`src/rtl/data_loader.sv`:
```
// data_loader: fill stage for the training-data BRAM.
// Packs an incoming byte stream (little-endian, first byte -> LSB) into
// BRAM_WIDTH-bit words and writes them to consecutive BRAM addresses
// 0..WORDS-1. It owns the BRAM write port while loading and reports
// completion with a one-cycle pulse plus a sticky "loaded" level.
//
// Ports:
//   clk_in          system clock
//   rst_in          synchronous active-high reset
//   start_in        one-cycle request to begin a full load (IDLE/DONE only)
//   byte_in         incoming data byte
//   byte_valid_in   byte_in valid this cycle
//   byte_ready_out  loader accepts a byte this cycle (combinational, LOAD)
//   busy_out        high while loading
//   finished_out    one-cycle pulse coinciding with the final word write
//   loaded_out      high from finish until the next start or reset
//   checksum_out    XOR of all bytes accepted since the last start
//   bram_addr       BRAM word address (holds when bram_we is low)
//   bram_we         BRAM write enable, one cycle per completed word
//   bram_regce      BRAM output register enable, always 0
//   bram_din        BRAM write data
module data_loader #(
    parameter int unsigned ADDRS      = 1024,
    parameter int unsigned BRAM_WIDTH = 64,
    parameter int unsigned PIECES     = 16,
    localparam int unsigned BYTES_PER_WORD = BRAM_WIDTH / 8,
    localparam int unsigned WORDS          = ADDRS * PIECES * 2,
    localparam int unsigned BRAM_ADDR_SIZE = $clog2(WORDS)
) (
    input  logic                      clk_in,
    input  logic                      rst_in,
    input  logic                      start_in,
    input  logic [7:0]                byte_in,
    input  logic                      byte_valid_in,
    output logic                      byte_ready_out,
    output logic                      busy_out,
    output logic                      finished_out,
    output logic                      loaded_out,
    output logic [7:0]                checksum_out,
    output logic [BRAM_ADDR_SIZE-1:0] bram_addr,
    output logic                      bram_we,
    output logic                      bram_regce,
    output logic [BRAM_WIDTH-1:0]     bram_din
);

    // Byte index needs at least one bit even for single-byte words.
    localparam int unsigned IDX_W = (BYTES_PER_WORD > 1) ? $clog2(BYTES_PER_WORD) : 1;
    // One extra bit so the count never wraps before the final compare.
    localparam int unsigned CNT_W = BRAM_ADDR_SIZE + 1;

    localparam logic [IDX_W-1:0] LAST_IDX  = IDX_W'(BYTES_PER_WORD - 1);
    localparam logic [CNT_W-1:0] LAST_WORD = CNT_W'(WORDS - 1);

    typedef enum logic [1:0] {
        IDLE = 2'd0,
        LOAD = 2'd1,
        DONE = 2'd2
    } state_t;

    state_t                  state;
    logic [IDX_W-1:0]        byte_idx;
    logic [CNT_W-1:0]        word_cnt;
    logic [BRAM_WIDTH-1:0]   assembly;
    logic [BRAM_WIDTH-1:0]   word_c;

    // Assembly register with the current byte merged in at its lane; on the
    // last byte of a word this is exactly the word to be written.
    always_comb begin
        word_c = assembly;
        word_c[{byte_idx, 3'b000} +: 8] = byte_in;
    end

    assign byte_ready_out = (state == LOAD);
    assign bram_regce     = 1'b0;

    // Load sequencer, byte packer and BRAM write port.
    always_ff @(posedge clk_in) begin
        if (rst_in) begin
            state        <= IDLE;
            byte_idx     <= '0;
            word_cnt     <= '0;
            assembly     <= '0;
            busy_out     <= 1'b0;
            finished_out <= 1'b0;
            loaded_out   <= 1'b0;
            checksum_out <= '0;
            bram_addr    <= '0;
            bram_we      <= 1'b0;
            bram_din     <= '0;
        end else begin
            bram_we      <= 1'b0;
            finished_out <= 1'b0;

            case (state)
                IDLE, DONE: begin
                    if (start_in) begin
                        state        <= LOAD;
                        busy_out     <= 1'b1;
                        loaded_out   <= 1'b0;
                        word_cnt     <= '0;
                        byte_idx     <= '0;
                        checksum_out <= '0;
                    end
                end

                LOAD: begin
                    if (byte_valid_in) begin
                        checksum_out <= checksum_out ^ byte_in;
                        assembly     <= word_c;
                        if (byte_idx == LAST_IDX) begin
                            byte_idx  <= '0;
                            bram_din  <= word_c;
                            bram_addr <= word_cnt[BRAM_ADDR_SIZE-1:0];
                            bram_we   <= 1'b1;
                            word_cnt  <= word_cnt + CNT_W'(1);
                            // Final word: leave LOAD on the same edge as its write.
                            if (word_cnt == LAST_WORD) begin
                                state        <= DONE;
                                busy_out     <= 1'b0;
                                finished_out <= 1'b1;
                                loaded_out   <= 1'b1;
                            end
                        end else begin
                            byte_idx <= byte_idx + IDX_W'(1);
                        end
                    end
                end

                default: begin
                    state    <= IDLE;
                    busy_out <= 1'b0;
                end
            endcase
        end
    end

endmodule

```
`config.mk`:
```
export PLATFORM = sky130hd
export DESIGN_NAME = data_loader
export DESIGN_NICKNAME = d
export VERILOG_FILES = /design/src/rtl/data_loader.sv
export SDC_FILE = /design/constraint.sdc
export NUM_CORES = 1
export LEC_CHECK = 0
export ABC_AREA = 1
export BUFFER_PORTS_ARGS = -buffer_cell sky130_fd_sc_hd__buf_2
export CORE_ASPECT_RATIO = 0.9
export CORE_MARGIN = 2
export CORE_UTILIZATION = 40
export CTS_CLUSTER_DIAMETER = 60
export DETAILED_ROUTE_END_ITERATION = 8
export PLACE_DENSITY = 0.59
export SYNTH_ARGS = -nofsm -noshare
export SYNTH_HDL_FRONTEND = slang
export SYNTH_SLANG_ARGS = --single-unit
```
`constraint.sdc`:
```
create_clock -name clk_in -period 5.4 [get_ports clk_in]
set_input_delay 1.08 -clock clk_in [delete_from_list [all_inputs] [get_ports clk_in]]
set_output_delay 1.08 -clock clk_in [all_outputs]
set_load 0.01 [all_outputs]
```
Word-level counts from Yosys, hierarchy flattened. Index checks and enable logic that the tools add are counted. Widths: inputs -> output; s select.

Memories kept: 0. Memory bits (writable): 0. ROM bits: 0. Input port bits: 12. Register bits after elaboration: 176. Output and inout bits: 93. Bits in latches: 0.

Muxes and demuxes: 29. Multiply operators: 0. Reduce and logical (&&, ||, !) cells: 11. Shifts and indexed selects: 2. $add $sub $neg: 3. Order comparisons: 0. Div/mod/pow operators: 0. Equality and inequality tests: 8. Bitwise logic cells: 4.

Operator list (number): $bwmux 64 (1); $shift 8x8->64 const A (1); $shiftx 8x8->64 (1); $mux 16 (3); $pmux 16 s2 (1); $add 16x1->16 const B (1); $eq 16x15->1 const B (1); $mux 8 (2); $pmux 8 s2 (1); $mux 1 (10); $mux 3 (3); $mux 2 (4); $neg 6->8 (1); $reduce_and 4->1 (2); $xor 8x8->8 (1); $pmux 3 s2 (1); $reduce_and 3->1 (2); $reduce_and 5->1 (1); $ne 2x1->1 const B (2); $ne 2x2->1 const B (2); $pmux 1 s2 (2); $pmux 2 s2 (1); $reduce_or 4->1 (1); $add 3x1->3 const B (1); other kinds (9) (11).

Depth between registers and ports, before layout.
Word-level depth: 5. Gate-level depth with buffers: 12.

Worst setup path before layout. No wires, ideal clock.

Path kind: input-to-reg. Start: input rst_in. End: register bram_din[4]. Cell stages on the path: 6. Arrival: 2.012 ns. Data required time: 5.331 ns. Setup slack: 3.319 ns. Cells stage by stage: buf_2 > inv_1 > buf_2 > clkbuf_1 > nand3_1 > o21ai_1.

RTL lines: start, declared (RTL line 31) `input logic rst_in,`; end signal, assigned (RTL line 112) `bram_din <= word_c;`; end, declared (RTL line 43) `output logic [BRAM_WIDTH-1:0] bram_din`.

==> metrics.yaml <==
status: "finished clean"
die_h_um: 133
grt_pass1_vias: 5818
fillers: 1847
synth_warnings: 0
rows: 47
syn_area_um2: 7410
ys_seq_elements: 176
multi_input_area_um2: 3210
grt_usage_pct: 19.3
regArea_um2: 3520
synth_area_leaders: "dfxtp_1, o21ai_0, nand2_1"
finalPower_mw: 2.77
vias: 6481
synth_edf_count: 0
met3_length_um: 933
finalSetupViolCount: 0
synth_cell_type_count: 36
grt_first_pass_wirelength_um: 30300
crit_type: "input port to flip-flop"
die_area_um2: 19600
syn-num-nets: 1000
synth_flop_cell: "dfxtp_1"
root_buffer: "clkbuf_16"
grt_start_max_net_pins: 73
crit_slowest_cell: "buf_4"
post_cts_buffers: 0
report.final.hold_viol_count: 0
path_clk_slew_ns: 0.07
crit_chain: "buf_2 -> inv_2 -> buf_4 -> o21ai_0 -> a31oi_1"
fin_crit_sh_pct: 52.6
num_antenna_cells: 0
first_pass_iters: 5
htree_levels: 4
syn2layout_area_growth_pct: 16.1
synth_area_leader_cell: "dfxtp_1"
met2_length_um: 7930
period_needed_ns: 2.84
worst_slew_pin_slew_ns: 1.19
syn_avg_cell_area_um2: 7.55
worstSkewPairLatency_ns: 0.43
routedWlPerCell_um: 14.3
cts_buffer_depth: 2
slew_viol_final: 0
peakVddDrop_v: 0.000217
vias_per_cell: 4.93
synth.most_common_cell: "dfxtp_1"
cts_tree: "yes"
highest_layer: "met4"
portBuffers: 103
fp.dieW_um: 147
start_util_pct: 40.5
end_kind: "flip-flop"
cp-start-kind: "input port"
core_region_area_um2: 18300
hpwl_um: 12200
fin_skew_ns: 0.00687
critPathMaxStageDelay_ns: 0.65
arrival_ns: 3.20
hold_buffers: 0
wl_um: 18800
nets: 1075
rsz0062_at_grt: "false"
p_leak_nw: 4.05
route.detailed.drc: 0
ios: 105
antenna_found_initial: 0
cts_resized: 0
wl_met1_um: 9740
syn_inst: 982
synth_top_area_share_pct: 47.5
p_per_area_nw_per_um2: 322
drtAntennaViolNets: 0
maxCapViolCount: 0
gp_routability_congestion: 0.809
drive_above_1_share_pct: 16.6
clkSinkCount: 176
synthArstFlopShare_pct: 0
grt_remaining_overflow: 0
setup_tns_ns: 0
relSlewSlack_pct: 20.5
critPathMaxFanout: 72
numCtsBuffers: 17
synthTopCellsByCount: "dfxtp_1, o21ai_0, nand2_1"
synth-seq-area-share_pct: 47.5
hp-class: "flip-flop to flip-flop"
max_freq_mhz: 352
cp.required_ns: 5.75
first_iter_violations: 485
==> critical path: cells and delay by family <==
kind,cells,cell delay [ns]
buf+inv,3,1.63
compound gates,2,0.37
==> path summary, 6_finish.rpt <==
check	startpoint	endpoint	slack [ns]	cells past startpoint
min reg2reg	checksum_out[1]	checksum_out[1]	0.44	1
min	checksum_out[1]	checksum_out[1]	0.44	1
max reg2reg	byte_idx[0]	bram_din[58]	2.67	9
max	rst_in	assembly[52]	2.56	5
==> power by group <==
group          switching [mW]  internal [mW]
sequential             0.0171           1.33
clock                   0.532          0.687
combinational           0.141         0.0582
==> area by class of cell <==
class | count | area share (%)
clock buffers | 21 | 5.58
clock inverters | 11 | 1.22
inverters | 118 | 5.18
multi-input cells | 638 | 37.3
flip-flops and latches | 176 | 40.9
well taps | 245 | 3.56
repair buffers | 106 | 6.25
==> flip-flops by register name, summed over array words and instances (netlist names) <==
| signal | flops |
|---|---|
| byte_idx | 3 |
| state | 2 |
| assembly | 64 |
| checksum_out | 8 |
| bram_din | 64 |
| word_cnt | 16 |
| bram_we | 1 |
| busy_out | 1 |
| loaded_out | 1 |
| bram_addr | 15 |
| finished_out | 1 |
==> cells by family (layout without fill, tap and decap cells) <==
logic type / after synthesis / count (layout) / synth area share (%)
AND/OR/NAND/NOR: 322 / 322 / 19.6
AO/OA/AOI/OAI: 309 / 309 / 22.5
flip-flops: 176 / 176 / 47.5
adder cells (fa/ha/maj): 6 / 6 / 1.01
buffers and inverters: 168 / 256 / 9.28
other: 1 / 1 / 0.0506
==> routing by layer <==
| metal | track usage [%] | vias up |
|---|---|---|
| met5 | 0 | - |
| met4 | 5.34 | 0 |
| met3 | 4.66 | 11 |
| met2 | 28.2 | 137 |
| met1 | 28.6 | 2955 |
| li1 | - | 3378 |
==> stage by stage <==
stage	instances	util, %	hold WS, ns	setup slack [ns]	area, µm²
2_1_floorplan	982	-	0.444	3.32	7410
3_3_place_gp	1283	43.8	0.445	2.17	8020
3_5_place_dp	1283	43.8	0.434	2.11	8020
4_1_cts	1315	47.0	0.445	2.57	8600
5_1_grt	1315	47.0	0.491	2.28	8600
6_report	1315	47.0	0.445	2.56	8600
==> cells in the final DEF, fill, tap and decap left out, types with 5 or more instances in the layout <==
cell,netlist,layout
a21oi_1,70,70
a31oi_1,8,8
and3_1,5,5
buf_2,19,103
clkbuf_16,0,17
dfxtp_1,176,176
ha_1,6,6
inv_1,109,108
inv_2,8,9
nand2_1,141,141
nand3_1,45,45
nand4_1,6,6
nor2_1,92,92
nor2_4,9,10
nor3_1,8,8
o21ai_0,167,167
o21ai_1,21,21
o21ai_2,7,7
o21bai_1,33,33
No activity file was read; power rests on OpenSTA's default activity.
